`src/rtl/abro_ctrl_pkg.sv`:
```
// ============================================================================
// abro_ctrl_pkg: shared FSM state encoding and default sizing for abro_seq_ctrl
// Rev 1.0
// ============================================================================
`default_nettype none

package abro_ctrl_pkg;

    localparam int DEF_NSTEP   = 4;
    localparam int DEF_RST_CYC = 2;

    typedef enum logic [2:0] {
        S_IDLE    = 3'd0,
        S_DUT_RST = 3'd1,
        S_DRIVE   = 3'd2,
        S_CHECK   = 3'd3,
        S_FINISH  = 3'd4
    } state_e;

endpackage

`default_nettype wire

```
`src/rtl/abro_ctrl_cnt.sv`:
```
// ============================================================================
// abro_ctrl_cnt: loadable up/down counter with terminal-count compare
// Rev 1.0
// ============================================================================
`default_nettype none

module abro_ctrl_cnt
    import abro_ctrl_pkg::*;
#(
    parameter int WIDTH = 2
) (
    input  logic             clk,
    input  logic             rst,
    input  logic             load_i,
    input  logic [WIDTH-1:0] load_val_i,
    input  logic             en_i,
    input  logic             up_i,
    input  logic [WIDTH-1:0] term_i,
    output logic [WIDTH-1:0] cnt_o,
    output logic             tc_o
);

    logic [WIDTH-1:0] cnt_q;
    logic [WIDTH-1:0] cnt_d;

    always_comb begin
        cnt_d = cnt_q;
        if (load_i) begin
            cnt_d = load_val_i;
        end else if (en_i) begin
            cnt_d = up_i ? (cnt_q + 1'b1) : (cnt_q - 1'b1);
        end
    end

    always_ff @(posedge clk or posedge rst) begin
        if (rst) begin
            cnt_q <= '0;
        end else begin
            cnt_q <= cnt_d;
        end
    end

    assign cnt_o = cnt_q;
    assign tc_o  = (cnt_q == term_i);

endmodule

`default_nettype wire

```
`src/rtl/abro_seq_ctrl.sv`:
```
// ============================================================================
// abro_seq_ctrl: resets an ABRO machine, plays a captured A/B sequence into it
// and checks its output step by step. Rev 1.0
// ============================================================================
`default_nettype none

module abro_seq_ctrl
    import abro_ctrl_pkg::*;
#(
    parameter int NSTEP   = DEF_NSTEP,
    parameter int RST_CYC = DEF_RST_CYC
) (
    input  logic                     clk,
    input  logic                     rst,
    input  logic                     start,
    input  logic [2*NSTEP-1:0]       pat,
    input  logic [NSTEP-1:0]         exp_o,
    output logic                     dut_rst_n,
    output logic                     dut_a,
    output logic                     dut_b,
    input  logic                     dut_o,
    output logic                     busy,
    output logic                     done,
    output logic                     pass,
    output logic [$clog2(NSTEP)-1:0] fail_step
);

    localparam int KW = (NSTEP > 1) ? $clog2(NSTEP) : 1;
    localparam int RW = (RST_CYC > 1) ? $clog2(RST_CYC) : 1;
    localparam int CW = (KW > RW) ? KW : RW;

    state_e                  state_q, state_d;
    logic [NSTEP-1:0][1:0]   pat_q;
    logic [NSTEP-1:0]        exp_q;
    logic                    cap_en;
    logic                    pass_q, pass_d;
    logic [KW-1:0]           fs_q, fs_d;
    logic                    dut_rst_n_q, dut_a_q, dut_b_q;
    logic                    dut_a_d, dut_b_d;

    logic                    cnt_load, cnt_en, cnt_up, cnt_tc;
    logic [CW-1:0]           cnt_term, cnt_val;
    logic [KW-1:0]           k, k_nxt;

    // One counter serves both phases: it counts the reset hold down to 0,
    // which leaves it at step index 0 for the first DRIVE.
    abro_ctrl_cnt #(
        .WIDTH (CW)
    ) u_cnt (
        .clk        (clk),
        .rst        (rst),
        .load_i     (cnt_load),
        .load_val_i (CW'(RST_CYC - 1)),
        .en_i       (cnt_en),
        .up_i       (cnt_up),
        .term_i     (cnt_term),
        .cnt_o      (cnt_val),
        .tc_o       (cnt_tc)
    );

    assign k        = cnt_val[KW-1:0];
    assign cnt_up   = (state_q != S_DUT_RST);
    assign cnt_term = (state_q == S_DUT_RST) ? '0 : CW'(NSTEP - 1);
    assign k_nxt    = cnt_en ? (k + 1'b1) : k;

    always_comb begin
        state_d  = state_q;
        cap_en   = 1'b0;
        cnt_load = 1'b0;
        cnt_en   = 1'b0;
        pass_d   = pass_q;
        fs_d     = fs_q;
        case (state_q)
            S_IDLE: begin
                if (start) begin
                    cap_en   = 1'b1;
                    cnt_load = 1'b1;
                    pass_d   = 1'b0;
                    fs_d     = '0;
                    state_d  = S_DUT_RST;
                end
            end
            S_DUT_RST: begin
                if (cnt_tc) begin
                    state_d = S_DRIVE;
                end else begin
                    cnt_en = 1'b1;
                end
            end
            S_DRIVE: state_d = S_CHECK;
            S_CHECK: begin
                if (dut_o == exp_q[k]) begin
                    if (cnt_tc) begin
                        pass_d  = 1'b1;
                        state_d = S_FINISH;
                    end else begin
                        cnt_en  = 1'b1;
                        state_d = S_DRIVE;
                    end
                end else begin
                    fs_d    = k;
                    state_d = S_FINISH;
                end
            end
            S_FINISH: state_d = S_IDLE;
            default:  state_d = S_IDLE;
        endcase

        dut_a_d = 1'b0;
        dut_b_d = 1'b0;
        if (state_d == S_DRIVE) begin
            dut_a_d = pat_q[k_nxt][1];
            dut_b_d = pat_q[k_nxt][0];
        end
    end

    always_ff @(posedge clk or posedge rst) begin
        if (rst) begin
            state_q     <= S_IDLE;
            pat_q       <= '0;
            exp_q       <= '0;
            pass_q      <= 1'b0;
            fs_q        <= '0;
            dut_rst_n_q <= 1'b0;
            dut_a_q     <= 1'b0;
            dut_b_q     <= 1'b0;
        end else begin
            state_q     <= state_d;
            pass_q      <= pass_d;
            fs_q        <= fs_d;
            dut_rst_n_q <= (state_d != S_DUT_RST);
            dut_a_q     <= dut_a_d;
            dut_b_q     <= dut_b_d;
            if (cap_en) begin
                pat_q <= pat;
                exp_q <= exp_o;
            end
        end
    end

    assign dut_rst_n = dut_rst_n_q;
    assign dut_a     = dut_a_q;
    assign dut_b     = dut_b_q;
    assign busy      = (state_q != S_IDLE);
    assign done      = (state_q == S_FINISH);
    assign pass      = pass_q;
    assign fail_step = fs_q;

endmodule

`default_nettype wire

```
`config.mk`:
```
export PLATFORM = sky130hd
export DESIGN_NAME = abro_seq_ctrl
export DESIGN_NICKNAME = d
export VERILOG_FILES = /design/src/rtl/abro_ctrl_pkg.sv /design/src/rtl/abro_ctrl_cnt.sv /design/src/rtl/abro_seq_ctrl.sv
export SDC_FILE = /design/constraint.sdc
export NUM_CORES = 1
export LEC_CHECK = 0
export ABC_AREA = 1
export CORE_AREA = 5 5 59 61
export CTS_CLUSTER_DIAMETER = 150
export DETAILED_ROUTE_END_ITERATION = 8
export DIE_AREA = 0 0 64 66
export GPL_TIMING_DRIVEN = 1
export HOLD_SLACK_MARGIN = 0.03
export PLACE_DENSITY_LB_ADDON = 0.15
export SLEW_MARGIN = 20
export SYNTH_ARGS = -nofsm -noshare
export SYNTH_HDL_FRONTEND = slang
export SYNTH_HIERARCHICAL = 1
export SYNTH_SLANG_ARGS = --single-unit
```
`constraint.sdc`:
```
create_clock -name clk -period 2 [get_ports clk]
set_input_delay 0.4 -clock clk [delete_from_list [all_inputs] [get_ports clk]]
set_output_delay 0.4 -clock clk [all_outputs]
set_load 0.005 [all_outputs]
```
After elaboration in Yosys (flattened, before gate mapping)
Index checks and enable logic that the tools add are counted.

operators by class
  equality and inequality tests = 13
  $add $sub $neg = 2
  $lt $le $gt $ge = 2
  multiplexer cells = 28
  reductions and logical operators = 6

operator list
  kind                   number
  $mux W2                8
  $mux W3                4
  $pmux W3 S4            1
  $mux W1                10
  $eq A3 B2 Y1 const B   3
  $ne A2 B2 Y1 const B   4
  $lt A2 B3 Y1 const B   2
  $ne A3 B1 Y1 const B   2
  $bmux W2 S2            1
  $pmux W1 S2            2
  $pmux W2 S2            1
  $reduce_and A4 Y1      1
  $reduce_bool A2 Y1     2
  $eq A3 B1 Y1 const B   1
  $eq A3 B3 Y1 const B   1
  $logic_not A3 Y1       1
  $reduce_and A3 Y1      1
  $reduce_bool A3 Y1     1
  $add A2 B1 Y2 const B  1
  $bmux W1 S2            1
  $eq A2 B2 Y1           1
  $sub A2 B1 Y2 const B  1
  $eq A1 B1 Y1           1

storage, ports and cells
  output and inout bits = 8
  register bits = 23

Depth between registers and ports, before layout
Gate-level depths: netlist of the first run.

  word-level depth = 10
  gate-level depth with buffers = 13
  gate-level depth less buffers = 13

Hierarchy
Netlist of the first run, hierarchy kept.

by module, submodules not included
  module         cells an instance  times used  seq. area each (µm²)  area an instance (µm²)
  abro_seq_ctrl  130                1           525.5                 1,054.8
  abro_ctrl_cnt  27                 1           50.0                  165.2

Worst setup path before layout of the first run
Ideal clock, no wire load.

  kind = reg2reg
  start = register state_q[1]
  end = register dut_a_q (netlist: dut_a)
  cell stages (with the launch flop) = 13
  path slack = 191 ps
  setup time = 78 ps
  arrival time = 1,732 ps
  buffers on the path = 0
  path through = dfrtp_1 > nor3_1 > inv_2 > xor2_1 > nor2_1 > nor2_1 > bufinv_8 > nand2_4 > nand2_2 > nand2_2 > nand2_1 > nand3_1 > a21oi_1

on the way
  cells in the longest elaborated chain, start to end = 10
  elaborated cells on any way between the ends = 19
  classes of those cells = eq/ne (5); mux (13); reduce/logical (1)

ends and longest elaborated chain
  item                    RTL line                                  RTL
  from (decl)             abro_seq_ctrl.sv:32                       state_e state_q, state_d;
  from (signal assigned)  abro_seq_ctrl.sv:128                      state_q <= state_d;
  $eq A3 B1 Y1 (*)        abro_seq_ctrl.sv:63                       assign cnt_term = (state_q == S_DUT_RST) ? '0 : CW'(NSTEP - 1);
  $mux W2 (*)             abro_seq_ctrl.sv:63
  $eq A2 B2 Y1 (*)        abro_ctrl_cnt.sv:44                       assign tc_o = (cnt_q == term_i);
  named net cnt_tc        abro_seq_ctrl.sv:41                       logic cnt_load, cnt_en, cnt_up, cnt_tc;
  $mux W1 (*)             abro_seq_ctrl.sv:84, abro_seq_ctrl.sv:93
  $mux W1                 abro_seq_ctrl.sv:92                       if (dut_o == exp_q[k]) begin
  $pmux W1 S2 (*)         abro_seq_ctrl.sv:73                       case (state_q)
  named net cnt_en        abro_seq_ctrl.sv:41
  $mux W2 (*)             abro_seq_ctrl.sv:64                       assign k_nxt = cnt_en ? (k + 1'b1) : k;
  $bmux W2 S2 (*)         abro_seq_ctrl.sv:112                      dut_a_d = pat_q[k_nxt][1];
  $mux W2 (*)             --
  $mux W1 (*)             abro_seq_ctrl.sv:111                      if (state_d == S_DRIVE) begin
  named net dut_a_d       abro_seq_ctrl.sv:39                       logic dut_a_d, dut_b_d;
  to (signal assigned)    abro_seq_ctrl.sv:132                      dut_a_q <= dut_a_d;
  to (decl)               abro_seq_ctrl.sv:38                       logic dut_rst_n_q, dut_a_q, dut_b_q;

The timed path passes the listed nets; every way through them passes the cells marked *. The select of a mux whose other input is x is not followed.
A chain may end at the register's enable or synchronous reset.

Worst setup path in the final report of the first run
  start = register state_q[0]
  end = output port busy

on the way
  cells in the longest elaborated chain, start to end = 1

ends and longest elaborated chain
  item                RTL line              RTL
  $reduce_bool A3 Y1  abro_seq_ctrl.sv:144  assign busy = (state_q != S_IDLE);
  to (decl)           abro_seq_ctrl.sv:22   output logic busy,

No other way between the ends.

==> results of run 1 <==
[synthesized netlist by cell type, drive strengths merged, types with 2 or more instances]
library cell and number:
nand3 21, nand2 56, inv 24, nor2 6, dfrtp 23, xnor2 2, conb 2, a21oi 3
nor3 2, xor2 2, clkbuf 3, o211ai 2, o21ai 7
[flip-flops by register name (all words and copies together), names as in the netlist]
name / count
dut_rst_n: 1
exp_q: 4
fail_step: 2
pass: 1
state_q: 3
u_cnt/cnt_o: 2
dut_a: 1
pat_q: 8
dut_b: 1
[critical path, delay by kind of cell, from the launching register on]
family / cells / cell delay (ps)
buf+inv: 2 / 580
flops: 1 / 420
simple gates: 2 / 200
[layout make-up]
type	count	area (um^2)	share of cell area (%)
repair buffers	32	300.3	18.62
well taps	33	41.29	2.560
clock inverters	1	5.005	0.3103
flip-flops and latches	23	576.8	35.76
multi-input cells	106	559.3	34.68
clock buffers	3	22.52	1.396
inverters	25	107.6	6.672
[power by group through the flow]
stage	Sequential [mW]	Combinational [mW]	Clock, mW
2_1_floorplan	0.808	1.07	0
3_3_place_gp	0.830	1.46	0
3_5_place_dp	0.839	1.50	0
4_1_cts	0.827	1.51	0.232
5_1_grt	0.865	1.91	0.241
6_report	0.833	1.69	0.224
[cell families after synthesis]
| kind of cell | Yosys count | share of synthesized area, % |
|---|---|---|
| xor+xnor | 4 | 2.872 |
| simple gates | 87 | 33.44 |
| other cells | 2 | 0.6156 |
| flops | 23 | 47.18 |
| compound gates | 13 | 6.153 |
| buf+inv | 28 | 9.744 |
[placed cells by master, fill, tap and decap left out, types with 3 or more instances in the layout]
| master | count |
|---|---|
| nand2_1 | 49 |
| dfrtp_1 | 22 |
| clkdlybuf4s50_1 | 22 |
| inv_1 | 21 |
| nand3_1 | 17 |
| buf_4 | 9 |
| o21ai_0 | 7 |
| nand2_2 | 4 |
| nor2_1 | 4 |
| inv_2 | 3 |
| nand3_2 | 3 |
| nand2_4 | 3 |
| clkbuf_4 | 3 |
[what timing repair did]
action	CTS	global route
endpoints found under the hold margin	0	0
setup endpoints to repair	0	4
gates resized for setup	0	11
hold buffers	0	0
setup buffers	0	4
[through the flow]
| stage | power, mW | setup slack, ps | setup TNS (ps) | cells | hold slack [ps] |
|---|---|---|---|---|---|
| 6_report | 2.742 | 77.77 | 0 | 223 | 236.2 |
| 5_1_grt | 3.019 | -37.96 | -62.92 | 223 | 248.9 |
| 4_1_cts | 2.568 | 38.69 | 0 | 219 | 230.9 |
| 3_5_place_dp | 2.336 | 68.61 | 0 | 215 | 467.5 |
| 3_3_place_gp | 2.291 | 139.7 | 0 | 215 | 466.0 |
| 2_1_floorplan | 1.882 | 190.9 | 0 | 157 | 141.2 |
[layer usage]
metal  track usage (%)  up-vias  share of wire, %
li1                  -      547                 -
met1             17.13      475                45
met2             21.86       19                48
met3             2.381        5               4.1
met4             7.013        0               2.3
met5                 0        -                 0
[final timing paths]
check	end	slack [ps]	depth (start not counted)
setup / recovery	busy	80	4
hold / removal	u_cnt/cnt_o[0]	240	2
setup reg to reg	dut_a	100	12
hold reg to reg	pat_q[2]	490	2
max in group asynchronous	pat_q[5]	1370	3
min in group clk	pat_q[2]	490	2
==> impl_metrics.env, run 1 <==
export IMPL_drive_gt1_share_pct=17.89
export IMPL_cellPowerDensity_mw_per_mm2=1700
export IMPL_power_leakage_nw=0.8481
export IMPL_worst_ep_required_time_ps=1600
export IMPL_synth_top_cell_area_share_pct=47.18
export IMPL_grt_pass1_vias=1033
export IMPL_synthToLayoutAreaGrowth_pct=32.21
export IMPL_place_hpwl_mm=1.892
export IMPL_grt_pass1_wl_mm=4.471
export IMPL_rows=20
export IMPL_fmax_mhz=520.2
export IMPL_slew_viol_final=0
export IMPL_num_antenna_cells=0
export IMPL_drt_wl_total_mm=2.578
export IMPL_ys_seq_elements=23
export IMPL_drcViolationCount=0
export IMPL_setup_violations=0
export IMPL_netlist_instances=157
export IMPL_fp_dieW_um=64
export IMPL_comb_power_share_pct=61.5
export IMPL_worstSkewPairLatency_ps=320
export IMPL_clk_pin_slew_ps=130
export IMPL_status="finished, final reports clean"
export IMPL_die_area_mm2=0.004224
export IMPL_worst_path_max_delay_cell="clkdlybuf4s50_1"
export IMPL_p_switching_mw=1.220
export IMPL_crit_path_start="state_q[0]"
export IMPL_rsz0062_at_grt="true"
export IMPL_syn_avg_cell_area_um2=7.770
export IMPL_grt_max_degree=22
export IMPL_synth_edff_count=0
export IMPL_pin_count=24
export IMPL_synth_seq_area_share_pct=47.18
export IMPL_grt_usage_pct=13.51
export IMPL_clk_path_buf_depth=2
export IMPL_synth_cell_types=23
export IMPL_crit_path_end_kind="output port"
export IMPL_dpl_instance_area_mm2=0.001518
export IMPL_hold_violations=0
export IMPL_wl_per_cell_um=11.56
export IMPL_synthesis_area_mm2=0.001220
export IMPL_cts_htree_levels=1
export IMPL_switching_share_pct=44.50
export IMPL_start_util_pct=41.67
export IMPL_yosysWarnings=6
export IMPL_drv_cap=0
export IMPL_min_period_ps=1922
export IMPL_post_route_util_pct=55.09
export IMPL_ys_flop_type="dfrtp_1"
export IMPL_drt_iter0_markers=28
export IMPL_fin_area_mm2=0.001613
export IMPL_cts_root_buffer="clkbuf_4"
export IMPL_path_max_fanout=3
export IMPL_clkPwrFrac_pct=8.2
export IMPL_antenna_found_initial=0
export IMPL_cp_cell_sequence="buf_4, nor2_2, nand2_1, clkdlybuf4s50_1"
export IMPL_worstReg2RegStart="state_q[2]"
export IMPL_dr_total_vias=1046
export IMPL_yosys_top_cells_area="dfrtp_1 (47%), nand2_1 (16%), nand3_1 (7.4%)"
export IMPL_min_path_type="primary input to async pin"
export IMPL_worst_setup_path_type="register to output port"
export IMPL_overflow=0
export IMPL_yosys_area_top_type="dfrtp_1"
export IMPL_cp_arrival_ps=1520
export IMPL_die_h_um=66
export IMPL_viasPerCell=4.691
export IMPL_ant_nets=0
export IMPL_num_fill_cells=290
export IMPL_place_congestion=0.8248
export IMPL_nNetsFinal=207
export IMPL_vdd_drop_max_v=0.0009423
export IMPL_p_int_mw=1.522
export IMPL_synth_nets=173
export IMPL_fin_skew_ps=1.223
export IMPL_async_flop_share_pct=100.0
export IMPL_core_area_mm2=0.002928
export IMPL_cts_tree="yes"
export IMPL_clock_sinks=23
export IMPL_max_stage_delay_ps=440
export IMPL_seqPwrFrac_pct=30.4
export IMPL_cp_start_kind="register"
export IMPL_finalCritPeriodShare_pct=96.11
export IMPL_numPortBuffers=23
export IMPL_drt_pass1_iter_count=4
export IMPL_cts_buffers=3
Note: power is estimated with default switching activity, not from simulation.
==> run 2, diff against run 1 <==
- CELL_PAD_IN_SITES_DETAIL_PLACEMENT: unset -> 0
- CELL_PAD_IN_SITES_GLOBAL_PLACEMENT: unset -> 1
- CORE_AREA: 5 5 59 61 -> 5 5 65 67
- DIE_AREA: 0 0 64 66 -> 0 0 70 72
==> run 2 against run 1 <==
Compared with the run above: power about the same; first-iteration DRC count decreased by 18%; via count increased by 3.8%; worst hold slack improved by 22 ps; combinational power about the same; flip-flop and latch count unchanged.
==> impl_metrics.env, run 2 (synthesized netlist as in run 1, its figures left out) <==
export IMPL_dpl_instance_area_mm2=0.001551
export IMPL_min_period_ps=1875
export IMPL_core_area_mm2=0.003578
export IMPL_cts_root_buffer="clkbuf_4"
export IMPL_p_switching_mw=1.223
export IMPL_top_regs="pat_q (8), exp_q (4), state_q (3)"
export IMPL_start_util_pct=34.09
export IMPL_clk_path_buf_depth=2
export IMPL_cp_start_kind="register"
export IMPL_num_antenna_cells=0
export IMPL_grt_pass1_vias=1018
export IMPL_synthToLayoutAreaGrowth_pct=34.67
export IMPL_grt_max_degree=22
export IMPL_ant_nets=0
export IMPL_postCtsHoldBufs=0
export IMPL_path_max_fanout=6
export IMPL_max_stage_delay_ps=410
export IMPL_numPortBuffers=23
export IMPL_worstSkewPairLatency_ps=310
export IMPL_die_h_um=72
export IMPL_crit_path_end_kind="register"
export IMPL_seqPwrFrac_pct=29.7
export IMPL_cts_tree="yes"
export IMPL_tns_ps=0
export IMPL_comb_power_share_pct=62.4
export IMPL_min_path_type="primary input to async pin"
export IMPL_clock_sinks=23
export IMPL_slew_viol_final=0
export IMPL_dr_total_vias=1086
export IMPL_power_leakage_nw=0.8573
export IMPL_overflow=0
export IMPL_clkPwrFrac_pct=7.9
export IMPL_p_int_mw=1.520
export IMPL_worst_path_max_delay_cell="dfrtp_1"
export IMPL_drv_cap=0
export IMPL_cp_cell_sequence="inv_2, nor3_2, inv_2, xor2_1, nor2_2, nor2_1, bufinv_8, nand2_4, nand2_4, nand2_4, nand2_1, nand3_1, a21oi_1"
export IMPL_setup_violations=0
export IMPL_final_common_cell="nand2_1"
export IMPL_holdWs_ps=257.9
export IMPL_drive_gt1_share_pct=18.23
export IMPL_largest_register="pat_q"
export IMPL_die_area_mm2=0.005040
export IMPL_fin_skew_ps=4.567
export IMPL_cts_buffers=3
export IMPL_cp_arrival_ps=2130
export IMPL_cellPowerDensity_mw_per_mm2=1670
export IMPL_viasPerCell=4.525
export IMPL_fin_area_mm2=0.001643
export IMPL_r2r_cells=13
export IMPL_vdd_drop_max_v=0.0005538
export IMPL_worst_setup_path_type="register to register"
export IMPL_fp_dieW_um=70
export IMPL_drt_iter0_markers=23
export IMPL_path_delay_family="simple AND/OR/NAND/NOR gates"
export IMPL_cts_htree_levels=1
export IMPL_rrSetupSlack_ps=120
export IMPL_fmax_mhz=533.2
export IMPL_grt_usage_pct=10.81
export IMPL_nNetsFinal=209
export IMPL_worstReg2RegStart="state_q[0]"
export IMPL_drt_pass1_iter_count=4
export IMPL_rows=22
export IMPL_wl_per_cell_um=11.00
export IMPL_pin_count=24
export IMPL_drcViolationCount=0
export IMPL_finalCritPeriodShare_pct=93.77
export IMPL_place_congestion=0.7781
export IMPL_clk_pin_slew_ps=130
export IMPL_hold_violations=0
export IMPL_antenna_found_initial=0
export IMPL_rr_endpoint="dut_a"
export IMPL_worst_ep_required_time_ps=2250
export IMPL_cp_common_cell="nand2_4"
export IMPL_critical_path_buf_inv_count=3
export IMPL_status="finished, final reports clean"
export IMPL_drt_wl_total_mm=2.641
export IMPL_largest_register_ffs=8
export IMPL_grt_pass1_wl_mm=4.367
export IMPL_final_cell_mix="nand2_1 (49), dfrtp_1 (23), clkdlybuf4s50_1 (22), inv_1 (20), nand3_1 (17)"
export IMPL_switching_share_pct=44.59
export IMPL_place_hpwl_mm=2.001
-- run 2: repair_timing --
| item | CTS | global route |
|---|---|---|
| gates resized for setup | 0 | 10 |
| setup buffers | 0 | 4 |
| setup endpoints to repair | 0 | 3 |
-- run 2: cell type report --
| class | instances | area [um^2] |
|---|---|---|
| Tap cell | 48 | 60.06 |
| Multi-Input combinational cell | 106 | 556.8 |
| Fill cell | 360 | 1936 |
| Clock inverter | 1 | 5.005 |
| Sequential cell | 23 | 575.6 |
| Clock buffer | 3 | 22.52 |
| Inverter | 25 | 107.6 |
| Timing Repair Buffer | 34 | 315.3 |
-- run 2: per-stage QoR --
| step | total power, mW | instances | utilization, % | setup WS, ps |
|---|---|---|---|---|
| final | 2.744 | 240 | 45.91 | 124.5 |
| after global placement | 2.335 | 232 | 43.36 | 109.8 |
| after detailed placement | 2.359 | 232 | 43.36 | 61.59 |
| after global routing | 3.000 | 240 | 45.91 | -19.42 |
| after CTS | 2.594 | 236 | 44.13 | 5.822 |
| after floorplan | 1.882 | 157 | - | 190.9 |
-- run 2: worst register-to-register path, stage by stage, from the launching register on --
cell	delay, ps
dfrtp_1	410
inv_2	60
nor3_2	180
inv_2	90
xor2_1	160
nor2_2	160
nor2_1	50
bufinv_8	190
nand2_4	70
nand2_4	100
nand2_4	60
nand2_1	60
nand3_1	80
a21oi_1	130
-- run 2: routing by layer --
layer | vias up | wire length (um) | GRT usage [%]
li1 | 559 | - | -
met1 | 500 | 1203 | 12.76
met2 | 23 | 1264 | 19.52
met3 | 4 | 118 | 1.801
met4 | 0 | 53 | 4.468
met5 | - | 0 | 0
-- run 2: how the worst max path moves through the flow --
stage | startpoint | to | depth (start not counted)
4_1_cts | state_q[1] | dut_a | 12
6_report | state_q[0] | dut_a | 13
3_3_place_gp | state_q[2] | dut_a | 12
3_5_place_dp | state_q[1] | dut_a | 12
5_1_grt | state_q[0] | dut_a | 13
2_1_floorplan | state_q[1] | dut_a | 12
-- run 2: power groups by stage --
stage | sequential (mW) | combinational, mW | clock, mW
after floorplan | 0.808 | 1.07 | 0
after global placement | 0.819 | 1.52 | 0
after detailed placement | 0.827 | 1.53 | 0
after CTS | 0.816 | 1.56 | 0.222
after global routing | 0.844 | 1.91 | 0.242
final | 0.814 | 1.71 | 0.217
==> run 3, diff against run 2 <==
--- a/config.mk
+++ b/config.mk
@@ -10,6 +10,7 @@
 export CELL_PAD_IN_SITES_GLOBAL_PLACEMENT = 1
-export CORE_AREA = 5 5 65 67
+export CORE_AREA = 5 5 59 61
 export CTS_CLUSTER_DIAMETER = 150
 export DETAILED_ROUTE_END_ITERATION = 8
-export DIE_AREA = 0 0 70 72
+export DIE_AREA = 0 0 64 66
+export DONT_BUFFER_PORTS = 1
 export GPL_TIMING_DRIVEN = 1
--- a/constraint.sdc
+++ b/constraint.sdc
@@ -3,2 +3,2 @@
 set_output_delay 0.4 -clock clk [all_outputs]
-set_load 0.005 [all_outputs]
+set_load 0.1 [all_outputs]
==> run 3 against run 2 <==
Compared with the run above: clock-buffer cell count unchanged; critical path depth down 9; core utilization up 4.0 points; final cell count down 12%; worst hold slack worse by 150 ps; die area down 16%; sequential share of layout area up 4.3 points; non-clock buffer count down 14; flip-flop and latch count unchanged; wire length down 2.8%; worst setup slack better by 12 ps; critical path type is now register to output port; largest cell class unchanged; highest routed layer unchanged.
==> impl_metrics.env, run 3 (synthesized netlist as in run 1, its figures left out) <==
export IMPL_ant_nets=0
export IMPL_multiInputGateArea_um2=556.8
export IMPL_grt_pass1_wl_mm=4.519
export IMPL_drt_iter0_markers=21
export IMPL_grt_pass1_vias=995
export IMPL_largest_register_ffs=8
export IMPL_synthToLayoutAreaGrowth_pct=19.79
export IMPL_slew_viol_final=0
export IMPL_relSlewSlack_pct=39.68
export IMPL_hold_violations=0
export IMPL_die_area_mm2=0.004224
export IMPL_max_stage_delay_ps=420
export IMPL_drt_pass1_iter_count=5
export IMPL_final_cell_mix="nand2_1 (50), dfrtp_1 (23), inv_1 (20), buf_4 (19), nand3_1 (18)"
export IMPL_drt_wl_total_mm=2.567
export IMPL_cp_start_kind="register"
export IMPL_min_path_type="primary input to async pin"
export IMPL_clock_sinks=23
export IMPL_worstSkewPairLatency_ps=320
export IMPL_drcViolationCount=0
export IMPL_wl_per_cell_um=12.17
export IMPL_cp_cell_sequence="buf_4, buf_4, nor3b_4, buf_4"
export IMPL_grt_max_degree=22
export IMPL_worst_setup_path_type="register to output port"
export IMPL_grt_usage_pct=13.68
export IMPL_dr_total_vias=1014
export IMPL_worstReg2RegStart="state_q[0]"
export IMPL_worst_ep_required_time_ps=1600
export IMPL_nNetsFinal=195
export IMPL_start_util_pct=41.67
export IMPL_cp_common_cell="buf_4"
export IMPL_clk_path_buf_depth=2
export IMPL_place_congestion=0.7569
export IMPL_cts_tree="yes"
export IMPL_cts_buffers=3
export IMPL_tns_ps=0
export IMPL_crit_path_end_kind="output port"
export IMPL_core_area_mm2=0.002928
export IMPL_antenna_found_initial=0
export IMPL_status="finished, final reports clean"
export IMPL_num_fill_cells=311
export IMPL_drive_gt1_share_pct=23.03
export IMPL_num_antenna_cells=0
export IMPL_pin_count=24
export IMPL_top_regs="pat_q (8), exp_q (4), state_q (3)"
export IMPL_fin_skew_ps=2.355
export IMPL_drv_cap=0
export IMPL_setup_violations=0
export IMPL_cp_arrival_ps=1460
export IMPL_regArea_um2=575.6
export IMPL_fmax_mhz=536.6
export IMPL_min_period_ps=1863
export IMPL_rows=20
export IMPL_clk_pin_slew_ps=130
export IMPL_finalCritPeriodShare_pct=93.17
export IMPL_final_common_cell="nand2_1"
export IMPL_path_max_fanout=3
export IMPL_overflow=0
export IMPL_viasPerCell=4.806
export IMPL_cts_htree_levels=1
export IMPL_die_h_um=66
export IMPL_fp_dieW_um=64
export IMPL_rr_endpoint="dut_a"
export IMPL_rrSetupSlack_ps=160
export IMPL_rsz0062_at_grt="false"
export IMPL_cts_root_buffer="clkbuf_4"
export IMPL_place_hpwl_mm=1.914
export IMPL_numPortBuffers=0
export IMPL_r2r_cells=11
export IMPL_tightest_slew_ps=904.8
export IMPL_largest_register="pat_q"
export IMPL_worst_path_max_delay_cell="dfrtp_1"
==> run 3: worst max path at each step <==
| stage | from | to | slack [ps] | depth (start not counted) |
|---|---|---|---|---|
| final | state_q[1] | done | 140 | 4 |
| after CTS | state_q[2] | dut_a | 1 | 12 |
| after global routing | state_q[0] | dut_a | 10 | 11 |
| after detailed placement | state_q[2] | dut_a | 30 | 12 |
| after floorplan | state_q[1] | dut_a | 160 | 12 |
| after global placement | state_q[2] | dut_a | 120 | 12 |
==> run 3: critical path: cells and delay by family, from the launching register on <==
| kind | cells | cell delay (ps) |
|---|---|---|
| and+or+nand+nor | 1 | 150 |
| DFF | 1 | 420 |
| buffers and inverters | 3 | 590 |
==> run 3: per-layer routing <==
| metal | vias up | GRT usage [%] | share of wire (%) |
|---|---|---|---|
| met5 | - | 0 | 0 |
| met4 | 0 | 6.234 | 1.9 |
| met3 | 5 | 3.061 | 5.3 |
| met2 | 22 | 22.74 | 47 |
| met1 | 460 | 16.77 | 46 |
| li1 | 527 | - | - |
==> run 3: cell type report <==
cell class	count	area share (%)
Timing Repair Buffer	20	10.45
Inverter	25	7.363
Clock inverter	1	0.3425
Tap cell	33	2.825
Clock buffer	3	1.541
Multi-Input combinational cell	106	38.10
Sequential cell	23	39.38
==> run 3: repair_timing <==
| item | in CTS | in global routing |
|---|---|---|
| hold endpoints to repair | 2 | 0 |
| endpoints found under the setup margin | 0 | 4 |
| hold buffers | 1 | 0 |
| setup buffers | 0 | 4 |
| resized for setup | 0 | 6 |
==> run 3: per-stage QoR <==
step | setup slack, ps | hold slack, ps | instances | util [%] | area, um^2
2_1_floorplan | 159.4 | 141.2 | 157 | - | 1231
3_3_place_gp | 124.2 | 144.1 | 202 | 46.92 | 1374
3_5_place_dp | 34.63 | 148.5 | 202 | 46.92 | 1374
4_1_cts | 1.163 | 135.5 | 207 | 48.21 | 1411
5_1_grt | 14.18 | 162.0 | 211 | 49.91 | 1461
6_report | 136.5 | 104.3 | 211 | 49.91 | 1461
Power of run 3 is left out: the tool's default activity adds up to more than one toggle a clock period on the data nets, which glitch-free logic cannot reach.
